[config.mk]
export PLATFORM = sky130hd
export DESIGN_NAME = auto_jogador_memoria
export DESIGN_NICKNAME = d
export VERILOG_FILES = /design/src/rtl/auto_jogador_memoria_pkg.sv /design/src/rtl/auto_jogador_memoria_contador_ciclos.sv /design/src/rtl/auto_jogador_memoria.sv
export SDC_FILE = /design/constraint.sdc
export NUM_CORES = 1
export LEC_CHECK = 0
export BUFFER_PORTS_ARGS = -buffer_cell sky130_fd_sc_hd__buf_2
export CAP_MARGIN = 40
export CORE_AREA = 2 2 98 100
export DETAILED_ROUTE_END_ITERATION = 10
export DIE_AREA = 0 0 100 102
export HOLD_SLACK_MARGIN = 0.12
export MAX_ROUTING_LAYER = met4
export PLACE_DENSITY = 0.66
export SLEW_MARGIN = 30
export SYNTH_ARGS = -nofsm -noshare
export SYNTH_HDL_FRONTEND = slang
export SYNTH_HIERARCHICAL = 1
export SYNTH_SLANG_ARGS = --single-unit
[constraint.sdc]
create_clock -name clock -period 5.3 [get_ports clock]
set_input_delay 0.265 -clock clock [delete_from_list [all_inputs] [get_ports clock]]
set_output_delay 0.265 -clock clock [all_outputs]
set_load 0.01 [all_outputs]
[src/rtl/auto_jogador_memoria_pkg.sv]
// Shared types and constants for the memory-game auto player.
// State encoding is 5 bits wide so it lines up with the game's own state register.
package auto_jogador_pkg;

    typedef enum logic [4:0] {
        OCIOSO     = 5'd0,
        ESPERA_LED = 5'd1,
        CAPTURA    = 5'd2,
        PRESSIONA  = 5'd3,
        SOLTA      = 5'd4,
        FIM        = 5'd5
    } estado_t;

    localparam int HOLD_PADRAO    = 100;
    localparam int PAUSA_PADRAO   = 100;
    localparam int MAX_SEQ_PADRAO = 16;

    localparam logic [3:0] PADRAO_ERRO = 4'b1100;

    function automatic logic eh_one_hot(input logic [3:0] v);
        return (v != 4'd0) && ((v & (v - 4'd1)) == 4'd0);
    endfunction

endpackage

[src/rtl/auto_jogador_memoria_contador_ciclos.sv]
// Down-counter timing press and pause phases; load wins over enable.
// done is high during the last cycle of a loaded interval (count == 1).
module contador_ciclos #(
    parameter int W = 8
) (
    input  logic         clock,
    input  logic         reset,
    input  logic         load,
    input  logic [W-1:0] valor,
    input  logic         enable,
    output logic         done
);

    logic [W-1:0] cnt_q;

    always_ff @(posedge clock) begin
        if (!reset) begin
            cnt_q <= '0;
        end else if (load) begin
            cnt_q <= valor;
        end else if (enable && (cnt_q != '0)) begin
            cnt_q <= cnt_q - 1'b1;
        end
    end

    assign done = (cnt_q == W'(1));

endmodule

[src/rtl/auto_jogador_memoria.sv]
// Watches the game's LEDs, stores the shown sequence and replays it on the buttons.
// First press appears on the edge that samples vez_jogador rising; each press/pause is timed exactly.
module auto_jogador_memoria
    import auto_jogador_pkg::*;
#(
    parameter int HOLD_CICLOS  = HOLD_PADRAO,
    parameter int PAUSA_CICLOS = PAUSA_PADRAO,
    parameter int MAX_SEQ      = MAX_SEQ_PADRAO
) (
    input  logic       clock,
    input  logic       reset,
    input  logic       habilitar,
    input  logic [3:0] leds,
    input  logic       vez_jogador,
    input  logic       fim_jogo,
    input  logic       injetar_erro,
    output logic [3:0] botoes,
    output logic       ocupado,
    output logic [4:0] contagem,
    output logic       erro_captura
);

    localparam int TMAX = (HOLD_CICLOS > PAUSA_CICLOS) ? HOLD_CICLOS : PAUSA_CICLOS;
    localparam int TW   = $clog2(TMAX + 1);
    localparam int IW   = (MAX_SEQ > 1) ? $clog2(MAX_SEQ) : 1;
    localparam logic [4:0] MAX_CONT = 5'(MAX_SEQ);

    estado_t    estado_q, estado_d;
    logic [4:0] contagem_q, contagem_d;
    logic [4:0] indice_q, indice_d;
    logic [4:0] indice_prox;
    logic [3:0] botoes_q, botoes_d;
    logic       erro_q, erro_d;
    logic [3:0] leds_ant_q;
    logic       vez_ant_q;
    logic       mem_we;
    logic       tmr_load, tmr_done, tmr_en;
    logic [TW-1:0] tmr_valor;
    logic       led_sobe, vez_sobe;

    logic [3:0] mem [MAX_SEQ];

    assign led_sobe    = (leds != 4'd0) && (leds_ant_q == 4'd0);
    assign vez_sobe    = vez_jogador && !vez_ant_q;
    assign indice_prox = indice_q + 5'd1;
    assign tmr_en      = (estado_q == PRESSIONA) || (estado_q == SOLTA);

    contador_ciclos #(.W(TW)) u_tmr (
        .clock  (clock),
        .reset  (reset),
        .load   (tmr_load),
        .valor  (tmr_valor),
        .enable (tmr_en),
        .done   (tmr_done)
    );

    always_comb begin
        estado_d   = estado_q;
        contagem_d = contagem_q;
        indice_d   = indice_q;
        botoes_d   = 4'd0;
        erro_d     = erro_q;
        mem_we     = 1'b0;
        tmr_load   = 1'b0;
        tmr_valor  = TW'(HOLD_CICLOS);

        if (fim_jogo && (estado_q != OCIOSO)) begin
            estado_d = FIM;
        end else if (!habilitar) begin
            estado_d   = OCIOSO;
            contagem_d = 5'd0;
            erro_d     = 1'b0;
        end else begin
            case (estado_q)
                OCIOSO: begin
                    estado_d   = ESPERA_LED;
                    contagem_d = 5'd0;
                end
                ESPERA_LED: begin
                    // The player's turn outranks a simultaneous LED edge.
                    if (vez_sobe) begin
                        indice_d = 5'd0;
                        if (contagem_q != 5'd0) begin
                            estado_d = PRESSIONA;
                            botoes_d = injetar_erro ? PADRAO_ERRO : mem[0];
                            tmr_load = 1'b1;
                        end
                    end else if (led_sobe) begin
                        estado_d = CAPTURA;
                        if (!eh_one_hot(leds))
                            erro_d = 1'b1;
                        if (contagem_q >= MAX_CONT) begin
                            erro_d = 1'b1;
                        end else begin
                            mem_we     = 1'b1;
                            contagem_d = contagem_q + 5'd1;
                        end
                    end
                end
                CAPTURA: begin
                    if (leds == 4'd0)
                        estado_d = ESPERA_LED;
                    else if ((leds != leds_ant_q) || !eh_one_hot(leds))
                        erro_d = 1'b1;
                end
                PRESSIONA: begin
                    if (tmr_done) begin
                        estado_d  = SOLTA;
                        tmr_load  = 1'b1;
                        tmr_valor = TW'(PAUSA_CICLOS);
                    end else begin
                        botoes_d = botoes_q;
                    end
                end
                SOLTA: begin
                    if (tmr_done) begin
                        if (indice_prox < contagem_q) begin
                            estado_d = PRESSIONA;
                            indice_d = indice_prox;
                            botoes_d = mem[indice_prox[IW-1:0]];
                            tmr_load = 1'b1;
                        end else begin
                            estado_d   = ESPERA_LED;
                            contagem_d = 5'd0;
                        end
                    end
                end
                FIM: begin
                    if (!fim_jogo)
                        estado_d = OCIOSO;
                end
                default: estado_d = OCIOSO;
            endcase
        end
    end

    always_ff @(posedge clock) begin
        if (!reset) begin
            estado_q   <= OCIOSO;
            contagem_q <= 5'd0;
            indice_q   <= 5'd0;
            botoes_q   <= 4'd0;
            erro_q     <= 1'b0;
            leds_ant_q <= 4'd0;
            vez_ant_q  <= 1'b0;
        end else begin
            estado_q   <= estado_d;
            contagem_q <= contagem_d;
            indice_q   <= indice_d;
            botoes_q   <= botoes_d;
            erro_q     <= erro_d;
            leds_ant_q <= leds;
            vez_ant_q  <= vez_jogador;
        end
    end

    // Sequence storage is deliberately left out of reset.
    always_ff @(posedge clock) begin
        if (reset && mem_we)
            mem[contagem_q[IW-1:0]] <= leds;
    end

    assign botoes       = botoes_q;
    assign ocupado      = (estado_q != OCIOSO);
    assign contagem     = contagem_q;
    assign erro_captura = erro_q;

endmodule

==> summary.md <==
| Metric | Value |
|---|---|
| Starting DRT DRC Count | `274` |
| Register area share after synthesis | `0.559` |
| Overall power | `1.46 mW` |
| Outcome | `finished, final reports clean` |
| Clk sinks | `94` |
| Core area | `0.00911 sq mm` |
| Setup CP Type | `register to register` |
| I/O Buffers | `20` |
| Starting Density | `0.495` |
| Ys async rst share | `0` |
| WL met1 | `4.06 mm` |
| Synth Area in XOR/XNOR | `0.0153` |
| Die width | `100 microns` |
| H-tree Lvls | `3` |
| Hold_sp | `habilitar` |
| Layout Skew | `0.0137 ns` |
| HP Class | `primary input to register` |
| Post-synthesis compound-gate area fraction | `0.123` |
| First-pass GRT wire length | `14.9 mm` |
| Synth top area share | `0.426` |
| Drt pass-1 iters | `5` |
| Register bit total from synthesis | `94` |
| Worst-Margin Slew | `0.844 ns` |
| Final wirelength | `9.22 mm` |
| Post-DRT Antenna Nets | `0` |
| Number of top-level pins | `21` |
| Top cells by area, synth | `edfxtp_1 (43%), dfxtp_1 (13%), mux4_2 (8.0%)` |
| DRC Markers | `0` |
| Height of the die | `102 microns` |
| Routed wire per std cell | `18.4 microns` |
| RR Startpoint | `indice_q[1]` |
| Grt total ovfl | `0` |
| Largest net degree at the start of global routing | `37` |
| Post-synth EDFFs | `64` |
| CP startpoint kind | `register` |
| CTS resizes | `0` |
| WL met2 | `4.46 mm` |
| Top layer in use | `met4` |
| Post-synth cell types | `65` |
| R2r setup slk | `1.53 ns` |
| Die area | `0.0102 sq mm` |
| Min cycle time layout | `3.77 ns` |
| CTS Buf Count | `9` |
| Final period utilization | `0.711` |
| Worst slew margin | `0.429` |
| Yosys Warn Count | `6` |
| Placed wire-length estimate | `6.47 mm` |
| Largest family of logic cells by synthesized area | `simple AND/OR/NAND/NOR gates` |
| FF-to-FF path depth | `11` |
| Layout cells sized above 1 | `0.179` |
| Layout area overhead | `9.04%` |
| Req. time, crit path | `5.57 ns` |
| Worst IR Drop VDD | `206 uV` |
| Crit path arrival time | `4.03 ns` |
| RSZ-0062 raised after global routing | `no` |
| Placement row count | `35` |
| Post-Synth Adder-Cell Area | `0.0355` |
| CTS tree | `yes` |
| Mux cell area share after synthesis | `0.101` |
| Dominant synthesized flop cell | `edfxtp_1` |
| Synth Instances | `362` |
| Fill cells | `791` |
| Clock Tree Buf Depth | `2` |
| Clk root buf | `clkbuf_8` |
| Initial antenna violation count | `0` |
| Area share of and/or/nand/nor cells after synthesis | `0.137` |
| Lkg Pwr | `1.62 nW` |
| Hold worst-path end | `estado_q[1]` |
| Clock slew at reported path FFs | `0.10 ns` |
| Post-synth top area cell | `edfxtp_1` |
| Final slew viol count | `0` |
| Final hold violations | `0` |
| Skew-Pair Late Insertion Delay | `0.36 ns` |
| Number of global-route vias before repair | `2,927` |
| F_max | `0.265 GHz` |
| Final #Nets | `407` |
| WL met3 | `592 microns` |
| Worst-path fanout max | `11` |
| CP endpoint kind | `register` |
| Mapped Area | `0.00451 sq mm` |
| Setup TNS | `0 ns` |
| Placer congestion estimate | `0.827` |
| Max cap viols | `0` |
| Final setup viols | `0` |
| Synthesized area per cell | `12.5 sq um` |
| Routed vias | `2,995` |
| Gr usage total | `0.197` |
| Diode count | `0` |
| DR vias/cell | `5.98` |
| Pwr Density | `297 mW/mm^2` |
| RR Endpoint | `u_tmr/cnt_q[1]` |
| Min-Delay Path Depth | `3` |
[cell usage after synthesis, types with 3 or more instances]
cell	number
mux2i_1	5
buf_2	3
mux4_2	16
ha_1	12
and2_1	7
nor4_1	5
nor2b_1	3
o31ai_1	4
o22ai_1	7
nor3b_1	3
a31oi_1	5
nand3_1	5
clkbuf_1	11
or3_1	6
nand2_1	28
a21oi_1	17
o21ai_0	18
a32oi_1	4
nand2b_1	6
xnor2_1	6
nor4b_1	3
nor2_1	19
dfxtp_1	30
edfxtp_1	64
inv_1	13
nor3_1	6
nand4_1	3
mux2_2	4
[worst max-delay path: stages (launching register included)]
cell	delay, ns
dfxtp_1	0.36
ha_1	0.24
xor2_2	0.49
ha_1	0.36
a21oi_1	0.12
o21ai_0	0.12
a31oi_1	0.63
o21ai_0	0.16
a21oi_1	0.63
inv_1	0.23
o21a_1	0.23
o311a_1	0.11
[cell type report]
type / instances / area (sq um) / share of cell area
Sequential cell: 94 / 2520 / 0.513
Multi-Input combinational cell: 243 / 1890 / 0.383
Tap cell: 111 / 139 / 0.0282
Timing Repair Buffer: 24 / 133 / 0.0270
Clock buffer: 9 / 124 / 0.0252
Clock inverter: 7 / 66.3 / 0.0135
Inverter: 13 / 48.8 / 0.00992
[cells by family after synthesis]
group / Yosys count
other cells: 2
simple gates: 109
buf+inv: 30
fa+ha+maj: 13
mux: 25
flops: 94
compound gates: 82
xor+xnor: 7
[power by group]
group | total, mW | switching (mW) | internal, mW
clock network | 0.451 | 0.270 | 0.181
logic | 0.187 | 0.109 | 0.0781
registers | 0.825 | 0.0288 | 0.796
[timing repair]
action,CTS,global route
hold buffers,1,0
endpoints found under the setup margin,0,0
endpoints found under the hold margin,1,0
buffers inserted,0,0
[state kept, by name, summed over array words and instances (netlist names)]
| signal | cells |
|---|---|
| erro_captura | 1 |
| mem | 64 |
| vez_ant_q | 1 |
| contagem | 5 |
| botoes | 4 |
| indice_q | 5 |
| leds_ant_q | 4 |
| estado_q | 3 |
| u_tmr/cnt_q | 7 |
[cell usage in the layout, fill, tap and decap left out, types with 3 or more instances in the layout]
cell,instances
nand3_1,5
nor2b_1,3
or3_1,6
clkbuf_8,9
edfxtp_1,64
a32oi_1,4
nor2_1,19
xnor2_1,6
o21ai_0,18
inv_1,13
nor4_1,5
mux2_2,4
and2_1,7
buf_2,20
nand2_1,28
dfxtp_1,30
mux4_2,16
mux2i_1,5
buf_4,3
a21oi_1,17
ha_1,12
conb_1,7
nor3b_1,3
a31oi_1,5
o22ai_1,7
nor4b_1,3
nand4_1,3
nor3_1,6
nand2b_1,6
o31ai_1,4
[routing by layer]
layer | global-route usage | vias to the layer above
li1 | - | 1441
met1 | 0.261 | 1454
met2 | 0.309 | 86
met3 | 0.0431 | 14
met4 | 0.0580 | 0
met5 | - | -
[how the worst max path moves through the flow]
stage                     start        endpoint  slack [ns]  cells past startpoint
finish              indice_q[1]  u_tmr/cnt_q[1]        1.53                     11
CTS                 indice_q[1]  u_tmr/cnt_q[1]        1.52                     11
global placement    indice_q[1]  u_tmr/cnt_q[1]        1.68                     11
floorplan           indice_q[1]  u_tmr/cnt_q[1]        2.20                     12
global route        indice_q[1]  u_tmr/cnt_q[1]        1.16                     11
detailed placement  indice_q[1]  u_tmr/cnt_q[1]        1.52                     11
[through the flow]
step / std cells / setup slack, ns / instance area, sq um / utilization / hold WS (ns)
2_1_floorplan: 367 / 2.20 / 4530 / - / 0.364
3_3_place_gp: 484 / 1.68 / 4720 / 0.518 / 0.476
3_5_place_dp: 484 / 1.52 / 4720 / 0.518 / 0.480
4_1_cts: 501 / 1.52 / 4920 / 0.540 / 0.223
5_1_grt: 501 / 1.16 / 4920 / 0.540 / 0.249
6_report: 501 / 1.53 / 4920 / 0.540 / 0.246
Power figures use the tool's default switching activity.
